$ cat config.mk
export PLATFORM = sky130hd
export DESIGN_NAME = user_obi_demux
export DESIGN_NICKNAME = d
export VERILOG_FILES = /design/src/rtl/user_obi_demux.sv
export SDC_FILE = /design/constraint.sdc
export NUM_CORES = 1
export LEC_CHECK = 0
export BUFFER_PORTS_ARGS = -buffer_cell sky130_fd_sc_hd__buf_2
export CAP_MARGIN = 20
export CORE_AREA = 2 2 119 121
export CTS_BUF_LIST = sky130_fd_sc_hd__clkbuf_4
export DETAILED_ROUTE_END_ITERATION = 8
export DIE_AREA = 0 0 121 123
export PLACE_DENSITY = 0.54
export SYNTH_ARGS = -nofsm -noshare
export SYNTH_HDL_FRONTEND = slang
export SYNTH_SLANG_ARGS = --single-unit
$ cat constraint.sdc
create_clock -name clk_i -period 3.2 [get_ports clk_i]
set_clock_uncertainty 0.2 [all_clocks]
set_input_delay 0.16 -clock clk_i [delete_from_list [all_inputs] [get_ports clk_i]]
set_output_delay 0.16 -clock clk_i [all_outputs]
set_load 0.02 [all_outputs]
$ cat src/rtl/user_obi_demux.sv
// user_obi_demux: OBI address demultiplexer with in-order responses, internal error target and decode-error counter.
module user_obi_demux #(
  parameter int unsigned NumPorts = 3,
  parameter int unsigned AddrWidth = 32,
  parameter int unsigned DataWidth = 32,
  parameter int unsigned IdWidth = 1,
  parameter int unsigned MaxTrans = 2,
  parameter logic [NumPorts-1:0][AddrWidth-1:0] RuleBase = '0,
  parameter logic [NumPorts-1:0][AddrWidth-1:0] RuleMask = '0,
  parameter logic [DataWidth-1:0] ErrData = DataWidth'(32'hBADCAB1E)
) (
  input  logic                                clk_i,
  input  logic                                rst_ni,
  input  logic                                sbr_req_i,
  output logic                                sbr_gnt_o,
  input  logic [AddrWidth-1:0]                sbr_addr_i,
  input  logic                                sbr_we_i,
  input  logic [DataWidth/8-1:0]              sbr_be_i,
  input  logic [DataWidth-1:0]                sbr_wdata_i,
  input  logic [IdWidth-1:0]                  sbr_aid_i,
  output logic                                sbr_rvalid_o,
  output logic [DataWidth-1:0]                sbr_rdata_o,
  output logic                                sbr_err_o,
  output logic [IdWidth-1:0]                  sbr_rid_o,
  output logic [NumPorts-1:0]                 mgr_req_o,
  input  logic [NumPorts-1:0]                 mgr_gnt_i,
  output logic [AddrWidth-1:0]                mgr_addr_o,
  output logic                                mgr_we_o,
  output logic [DataWidth/8-1:0]              mgr_be_o,
  output logic [DataWidth-1:0]                mgr_wdata_o,
  output logic [IdWidth-1:0]                  mgr_aid_o,
  input  logic [NumPorts-1:0]                 mgr_rvalid_i,
  input  logic [NumPorts-1:0]                 mgr_err_i,
  input  logic [NumPorts-1:0][DataWidth-1:0]  mgr_rdata_i,
  input  logic [NumPorts-1:0][IdWidth-1:0]    mgr_rid_i,
  output logic                                busy_o,
  output logic [15:0]                         dec_err_cnt_o
);
  localparam int unsigned SW = $clog2(NumPorts + 1);
  localparam logic [SW-1:0] ERR = SW'(NumPorts);
  logic [SW-1:0] sel, sel_q;
  logic [3:0] cnt;
  logic [15:0] dec_q;
  logic stall, acc, err_sel, err_v_q;
  logic [IdWidth-1:0] err_id_q;
  logic [NumPorts:0] gnt_all, rv_all, er_all;
  logic [NumPorts:0][DataWidth-1:0] rd_all;
  logic [NumPorts:0][IdWidth-1:0] id_all;
  always_comb begin
    sel = ERR;
    for (int i = NumPorts - 1; i >= 0; i--)
      if ((sbr_addr_i & RuleMask[i]) == RuleBase[i]) sel = SW'(i);
  end
  assign err_sel = sel == ERR;
  // Switching targets while anything is outstanding would let responses overtake each other.
  assign stall = cnt == 4'(MaxTrans) || (cnt != '0 && sel != sel_q);
  // Index NumPorts is the error target, which grants without waiting.
  assign gnt_all = {sbr_req_i, mgr_gnt_i};
  assign sbr_gnt_o = rst_ni & gnt_all[sel] & ~stall;
  assign acc = sbr_req_i & sbr_gnt_o;
  assign mgr_req_o = (rst_ni && sbr_req_i && !stall && !err_sel) ? NumPorts'(1) << sel : '0;
  assign mgr_addr_o = sbr_addr_i;
  assign mgr_we_o = sbr_we_i;
  assign mgr_be_o = sbr_be_i;
  assign mgr_wdata_o = sbr_wdata_i;
  assign mgr_aid_o = sbr_aid_i;
  // Error grants drain one per cycle, so a single response register keeps pace with them.
  assign rv_all = {err_v_q, mgr_rvalid_i};
  assign er_all = {1'b1, mgr_err_i};
  assign rd_all = {ErrData, mgr_rdata_i};
  assign id_all = {err_id_q, mgr_rid_i};
  assign sbr_rvalid_o = rst_ni & (cnt != '0) & rv_all[sel_q];
  assign sbr_err_o = er_all[sel_q];
  assign sbr_rdata_o = rd_all[sel_q];
  assign sbr_rid_o = id_all[sel_q];
  assign busy_o = rst_ni & (cnt != '0);
  assign dec_err_cnt_o = rst_ni ? dec_q : '0;
  always_ff @(posedge clk_i) begin
    if (!rst_ni) begin
      cnt <= '0;
      sel_q <= '0;
      err_v_q <= 1'b0;
      err_id_q <= '0;
      dec_q <= '0;
    end else begin
      cnt <= cnt + 4'(acc) - 4'(sbr_rvalid_o);
      if (acc) sel_q <= sel;
      if (acc) err_id_q <= sbr_aid_i;
      err_v_q <= acc & err_sel;
      if (acc && err_sel && dec_q != 16'hFFFF) dec_q <= dec_q + 16'd1;
    end
  end
endmodule

======== Yosys cells after proc, flatten, opt, wreduce, memory -nomap -nowiden ========
Index checks and enable logic that the tools add are counted.
storage, ports and cells
  flip-flop bits (word level) ............. 20
  input bits .............................. 181
  output and inout bits ................... 126
  logic and storage cells ................. 17
operators by class
  add/sub/neg operators ................... 2
  equality and inequality tests ........... 1
  muxes and demuxes ....................... 2
  bitwise operators ....................... 6
  reduce and logical (&&, ||, !) cells .... 4
operators by type and width
  kind                number
  $mux 16             1
  $and 1x1->1         5
  $add 4x1->4         1
  $eq 4x2->1 const B  1
  $reduce_bool 4->1   1
  $sub 4x1->4         1
  $logic_and 1x1->1   2
  $logic_not 1->1     1
  $mux 1              1
  $not 1->1           1

======== Longest topological paths before layout ========
Gate-level depths: netlist of run 1.
  word-level depth ........................ 6
  mapped depth ............................ 12
  depth with buffers taken out ............ 12

======== Least setup slack after synthesis of run 1 ========
Ideal clock, no wire load.
  kind .................................... reg-to-reg
  start point ............................. register cnt[2]
  end point ............................... register cnt[2]
  setup time .............................. 0.115 ns
  arrival time ............................ 2.280 ns
  path slack .............................. 0.605 ns
  stages on the path, launching flop included .. 13
  path buffers ............................ 0
  path through ............................ dfxtp_1 -> inv_1 -> ha_1 -> inv_1 -> o31a_1 -> and2_1 -> ha_1 -> inv_1 -> ha_1 -> inv_1 -> fa_1 -> xnor2_1 -> and2_1
RTL lines
  element                 line  RTL
  start, declared         42    logic [3:0] cnt;
  start signal, assigned  86    cnt <= cnt + 4'(acc) - 4'(sbr_rvalid_o);
  $reduce_bool 4->1       --
  $and 1x1->1             --
  net busy_o              36    output logic busy_o,
  $and 1x1->1             72    assign sbr_rvalid_o = rst_ni & (cnt != '0) & rv_all[sel_q];
  net sbr_rvalid_o        21    output logic sbr_rvalid_o,
  $sub 4x1->4             86
The timed path passes the listed nets, and every way through them passes these cells.
A chain may end at the register's enable or synchronous reset.

======== Final worst setup path of run 1 ========
  start point ............................. register cnt[2]
  end point ............................... register cnt[2]
on the way
  longest elaborated chain between the ends .. 6
RTL lines
  element        line  RTL
  $eq 4x2->1     56    assign stall = cnt == 4'(MaxTrans) || (cnt != '0 && sel != sel_q);
  $not 1->1      59    assign sbr_gnt_o = rst_ni & gnt_all[sel] & ~stall;
  $and 1x1->1    59
  $and 1x1->1    60    assign acc = sbr_req_i & sbr_gnt_o;
  $add 4x1->4    86
  $sub 4x1->4 *  86
Every way passes the cells marked *; elsewhere a longest branch is shown, timed or not.

==> results of run 1 <==
-- routing by layer --
layer,part of all wire,wire length [microns],track usage,up-vias
met5,0,0,0,-
met4,0.11,282,0.0480,0
met3,0.22,548,0.0263,38
met2,0.42,1050,0.0414,56
met1,0.25,626,0.0224,269
li1,-,-,-,259
-- layout by cell type (no fill, tap or decap) --
cell type	instances
a21o_1	1
a21oi_2	1
and2_1	19
and3_1	2
buf_2	24
clkbuf_4	3
conb_1	2
dfxtp_1	20
fa_1	1
ha_1	5
inv_1	7
mux2i_1	1
nand2_1	2
nand3b_1	1
nor2b_1	1
o31a_1	1
or2b_1	1
xnor2_1	1
-- cells by family (layout without fill, tap and decap cells) --
family | count (synthesis) | in the layout | share of synthesized area
compound gates | 3 | 3 | 0.0164
xor+xnor | 1 | 1 | 0.00575
fa+ha+maj | 6 | 6 | 0.0542
buf+inv | 115 | 34 | 0.546
flops | 20 | 20 | 0.263
mux | 1 | 1 | 0.00657
other cells | 1 | 2 | 0.00246
simple gates | 26 | 26 | 0.105
-- Yosys cell counts, drive strengths merged, types with 2 or more instances --
master | number | area, sq um
and2 | 19 | 119
ha | 5 | 62.6
inv | 7 | 26.3
nand2 | 2 | 7.51
and3 | 2 | 12.5
buf | 108 | 806
dfxtp | 20 | 400
-- registers in the layout (all words and copies together), names as in the netlist --
name / count
cnt: 4
dec_q: 16
-- power by group through the flow --
stage                     Sequential (mW)  Clock, mW  Combinational, mW
final                               0.278      0.119              0.163
after global routing                0.279      0.144              0.187
after CTS                           0.278      0.133              0.166
after detailed placement            0.283          0              0.166
after global placement              0.283          0              0.157
after floorplan                     0.281          0              0.323
-- cell type report --
class / instances / area (sq um) / area share
Multi-Input combinational cell: 39 / 294 / 0.270
Timing Repair Buffer: 24 / 120 / 0.110
Sequential cell: 20 / 400 / 0.368
Inverter: 7 / 26.3 / 0.0241
Clock buffer: 3 / 22.5 / 0.0207
Tap cell: 180 / 225 / 0.207
-- per-stage QoR --
stage | util | power, mW | hold slack (ns) | cells | setup WS (ns)
2_1_floorplan | - | 0.604 | 0.193 | 174 | 0.605
3_3_place_gp | 0.0783 | 0.440 | 0.120 | 270 | 0.727
3_5_place_dp | 0.0783 | 0.449 | 0.120 | 270 | 0.701
4_1_cts | 0.0800 | 0.577 | 0.0727 | 273 | 0.687
5_1_grt | 0.0800 | 0.609 | 0.112 | 273 | 0.592
6_report | 0.0800 | 0.560 | 0.0727 | 273 | 0.706
-- critical path: cells and delay by family, from the launching register on --
| kind | cells | cell delay (ns) |
|---|---|---|
| flops | 1 | 0.31 |
| fa+ha+maj | 4 | 0.97 |
| buf+inv | 4 | 0.22 |
| simple gates | 2 | 0.32 |
| xor+xnor | 1 | 0.14 |
| compound gates | 1 | 0.23 |
-- worst paths after layout --
check                    to  slack [ns]
setup / recovery     cnt[2]        0.71
hold / removal       cnt[3]        0.07
setup reg to reg     cnt[2]        0.71
hold reg to reg   dec_q[10]        0.27
==> results.cfg, run 1 <==
[status]
status = complete, no violations

[clock_tree]
cts_setup_buffers = 0
cts_tree = done
numClockSinks = 20
cts_hold_buffers = 0
cts_buffers = 3
cts-root-buf = clkbuf_4
clk_pin_slew_worst_paths_ns = 0.11
cts_resized = 0
clk_latency_ns = 0.29
cts_buffer_depth = 2
htree_levels = 1

[yosys]
syn_inst = 173
synth_edf_count = 0
synth-warning-count = 0
syn_area_sq_um = 1520
ys_types = 18
async_flop_share = 0
syn_avg_cell_area_sq_um = 8.80
synth-seq-area-share = 0.263
synthFlopType = dfxtp_1
ys_ff_latch = 20

[route]
ant_nets = 0
drt_iter0_drc = 15
wl_per_cell_microns = 9.18
dr.pass1.iters = 2
dr_total_vias = 622
vias_per_cell = 2.28
drc = 0
totalWireLength_mm = 2.51

[die]
chipHeight_microns = 123
io-pin-count = 307
num_rows = 43
core_sq_um = 13600
start_util = 0.112
die_area_sq_um = 14900
fp.dieW_microns = 121

[grt]
gr-usage-all-layers = 0.0313
antenna_found_initial = 0
grt-ovfl-total = 0
first_global_vias = 626
grt_pass1_wl_mm = 3.45
grt_max_degree = 25

[sta]
timing.fmax_mhz = 401
fin_crit_ns = 2.49
rsz0062_at_grt = false
period_share = 0.779
tns_ns = 0
drv_slew = 0
setup_viol = 0
finalHoldViolations = 0

[worst_setup_path]
startpoint_type = flip-flop
worst-setup-path-type = flip-flop to flip-flop
cp_slowest_cell = fa_1
r2r-start = cnt[2]
worstSetupEndpointType = flip-flop
required_ns = 3.21
r2r_cells = 12
slowest_delay_ns = 0.37
crit_chain = inv_1 -> ha_1 -> inv_1 -> o31a_1 -> and2_1 -> ha_1 -> inv_1 -> ha_1 -> inv_1 -> fa_1 -> xnor2_1 -> and2_1
crit_fanout = 2
cp_data_arrival_time_ns = 2.50
startpoint = cnt[2]
crit_top_cell = inv_1

[pwr]
leakage_nw = 0.467
ir_drop_mv = 0.140
seqPwrFrac = 0.496
power_switching_uw = 171
power.density_nw_per_um2 = 514
switching_share = 0.305
pwr-share-comb = 0.291
p_int_uw = 389
clock_power_share = 0.213

[layout]
layout.nets = 282
fin_area_sq_um = 1090
area_delta_synth_final_pct = -28.5
fillCellCount = 1578
drive_gt1_frac = 0.301
insertedDiodeCount = 0

[worst_hold_path]
holdCritPathClass = input port to flip-flop
whs_path_depth = 3
hold_path_startpoint = rst_ni

[placement]
placed_cell_area_sq_um = 1070
gp_congestion = 0.607
io_buffers = 24

[flow_run]
cap_violations = 0
Power figures use the tool's default switching activity.
==> run 2: changes to the inputs <==
==> config.mk (replaced) <==
export PLATFORM = sky130hd
export DESIGN_NAME = user_obi_demux
export DESIGN_NICKNAME = d
export VERILOG_FILES = /design/src/rtl/user_obi_demux.sv
export SDC_FILE = /design/constraint.sdc
export NUM_CORES = 1
export LEC_CHECK = 0
export ABC_AREA = 1
export BUFFER_PORTS_ARGS = -buffer_cell sky130_fd_sc_hd__buf_2
export CAP_MARGIN = 20
export CORE_AREA = 2 2 120 122
export CTS_BUF_LIST = sky130_fd_sc_hd__clkbuf_4
export DETAILED_ROUTE_END_ITERATION = 8
export DIE_AREA = 0 0 122 124
export PLACE_DENSITY = 0.53
export SYNTH_ARGS = -nofsm -noshare
export SYNTH_HDL_FRONTEND = slang
export SYNTH_SLANG_ARGS = --single-unit
==> constraint.sdc (replaced) <==
create_clock -name clk_i -period 2.3 [get_ports clk_i]
set_clock_uncertainty 0.2 [all_clocks]
set_input_delay 0.115 -clock clk_i [delete_from_list [all_inputs] [get_ports clk_i]]
set_output_delay 0.115 -clock clk_i [all_outputs]
set_load 0.02 [all_outputs]
==> results.cfg, run 2 <==
[worst_setup_path]
worstSetupEndpointType = flip-flop
crit_fanout = 2
worst-setup-path-type = flip-flop to flip-flop
r2r-end = cnt[2]
cp_data_arrival_time_ns = 2.26
ff2ff_setup_slack_ns = 0.07
r2r_cells = 13
startpoint_type = flip-flop
r2r-start = cnt[2]
required_ns = 2.34

[yosys]
async_flop_share = 0
syn_avg_cell_area_sq_um = 7.91
syn_inst = 195
synthFlopType = dfxtp_1
synth-seq-area-share = 0.260
synth_top_area_cell = buf_4
yosysTopAreaCellShare = 0.521
synth_edf_count = 0
syn_area_sq_um = 1540
ys_ff_latch = 20
synth-warning-count = 0
ys_top_cells_by_area = buf_4 (52%), dfxtp_1 (26%), inv_1 (6.3%)
ys_types = 16
yosys-top-cells-count = buf_4 (107), inv_1 (26), dfxtp_1 (20), nand2_1 (20), ha_1 (5)
synth.most_common_cell = buf_4

[grt]
grt_max_degree = 19
antenna_found_initial = 0
gr-usage-all-layers = 0.0423
grt_pass1_wl_mm = 4.53
grt-ovfl-total = 0
first_global_vias = 705

[pwr]
p_total_uw = 993
clock_power_share = 0.291
switching_share = 0.304
power.density_nw_per_um2 = 804
leakage_nw = 0.640
ir_drop_mv = 0.235
p_int_uw = 692
seqPwrFrac = 0.400
power_switching_uw = 302
pwr-share-comb = 0.309

[clock_tree]
numClockSinks = 20
cts-root-buf = clkbuf_4
cts_tree = done
cts_buffers = 3
htree_levels = 1
clk_latency_ns = 0.30
clk_pin_slew_worst_paths_ns = 0.12
cts_buffer_depth = 2

[route]
wl_per_cell_microns = 12.3
drc = 0
ant_nets = 0
dr_total_vias = 737
dr.pass1.iters = 3
drt_iter0_drc = 6
totalWireLength_mm = 3.70
vias_per_cell = 2.46

[sta]
hold_ws_ns = 0.0300
fin_crit_ns = 2.23
period_share = 0.968
rsz0062_at_grt = true
timing.fmax_mhz = 449
setup_viol = 0
drv_slew = 0
finalHoldViolations = 0

[die]
io-pin-count = 307
chipHeight_microns = 124
start_util = 0.112
fp.dieW_microns = 122
die_area_sq_um = 15100
num_rows = 43
core_sq_um = 13700

[placement]
io_buffers = 24
hpwl_mm = 3.24
gp_congestion = 0.604
placed_cell_area_sq_um = 1140

[layout]
final_cell_mix = buf_2 (24), inv_1 (21), nand2_1 (18), dfxtp_1 (18), inv_2 (6)
register_area_sq_um = 403
layout.nets = 308
layout.cells.most_common = buf_2
multi_input_area_sq_um = 302
insertedDiodeCount = 0
largest_register_ffs = 16
drive_gt1_frac = 0.408
regMostFlops = dec_q
fillCellCount = 1612
reg.largest.list = dec_q (16), cnt (4)
area_delta_synth_final_pct = -19.9
fin_area_sq_um = 1240

[worst_hold_path]
hold_end = mgr_addr_o[0]
whs_path_depth = 0
holdCritPathClass = input port to output pin
hold_path_startpoint = sbr_addr_i[0]

[flow_run]
cap_violations = 0

[status]
status = complete, no violations
[run 2: cell types whose count changed in the layout (fill, tap and decap cells not counted), moves of 2 or more]
cell | previous run | this run
a21oi_1 | 0 | 2
buf_4 | 0 | 3
dfxtp_2 | 0 | 2
nand2_1 | 2 | 18
nor2_1 | 0 | 3
ha_4 | 0 | 3
nand2_2 | 0 | 2
dfxtp_1 | 20 | 18
ha_1 | 5 | 2
inv_2 | 0 | 6
nand3_1 | 0 | 3
and3_1 | 2 | 0
and2_1 | 19 | 0
inv_1 | 7 | 21
[run 2: how the worst max path moves through the flow]
stage | start | end
2_1_floorplan | cnt[2] | cnt[1]
3_3_place_gp | cnt[2] | cnt[1]
3_5_place_dp | cnt[2] | cnt[2]
4_1_cts | cnt[2] | cnt[2]
5_1_grt | cnt[3] | cnt[2]
6_report | cnt[2] | cnt[2]
[run 2: area by class of cell]
type | instances | share of cell area
Timing Repair Buffer | 28 | 0.123
Multi-Input combinational cell | 41 | 0.244
Clock inverter | 1 | 0.0243
Clock buffer | 3 | 0.0182
Tap cell | 180 | 0.182
Sequential cell | 20 | 0.326
Inverter | 27 | 0.0820
[run 2: routing by layer]
metal  wire [microns]  GRT usage
met5                0          0
met4              291     0.0374
met3             1100     0.0536
met2             1580     0.0667
met1              724     0.0215
[run 2: power groups by stage]
stage | registers, mW | clock network [mW] | logic, mW
6_report | 0.397 | 0.289 | 0.307
5_1_grt | 0.401 | 0.320 | 0.350
4_1_cts | 0.392 | 0.308 | 0.286
3_5_place_dp | 0.398 | 0 | 0.277
3_3_place_gp | 0.397 | 0 | 0.264
2_1_floorplan | 0.394 | 0 | 0.480
[run 2: metrics by stage]
| step | utilization | TNS, ns | worst slack, ns | cells |
|---|---|---|---|---|
| after floorplan | - | 0 | 0.00289 | 196 |
| after global placement | 0.0830 | -0.00350 | -0.00350 | 294 |
| after detailed placement | 0.0830 | -0.0922 | -0.0493 | 294 |
| after CTS | 0.0881 | 0 | 0.00517 | 299 |
| after global routing | 0.0901 | -0.0145 | -0.0145 | 300 |
| final | 0.0901 | 0 | 0.0727 | 300 |
[run 2: repair_timing]
action                                  4_1_cts  5_1_grt
endpoints found under the hold margin         2        0
gates resized for setup                       2        8
endpoints found under the setup margin        2        2
hold buffers                                  1        0
pin swaps                                     1        7
buffers inserted                              0        1
[run 2: critical path, stage by stage, from the launching register on]
cell and delay, ns:
dfxtp_2 0.34, inv_2 0.06, ha_4 0.12, inv_2 0.04, nor2_4 0.13, a21oi_4 0.07, and2_4 0.15, ha_4 0.23
inv_2 0.06, ha_4 0.12, inv_2 0.04, fa_2 0.34, xor2_1 0.17, nor2_1 0.11
[run 2: cells by family (layout without fill, tap and decap cells)]
| logic type | after synthesis | in the layout | synth area share |
|---|---|---|---|
| AO/OA/AOI/OAI | 3 | 3 | 0.0122 |
| other | 1 | 2 | 0.00243 |
| buffers and inverters | 135 | 59 | 0.590 |
| AND/OR/NAND/NOR | 29 | 29 | 0.0771 |
| adder cells (fa/ha/maj) | 6 | 6 | 0.0535 |
| XOR/XNOR | 1 | 1 | 0.00568 |
| flip-flops | 20 | 20 | 0.260 |
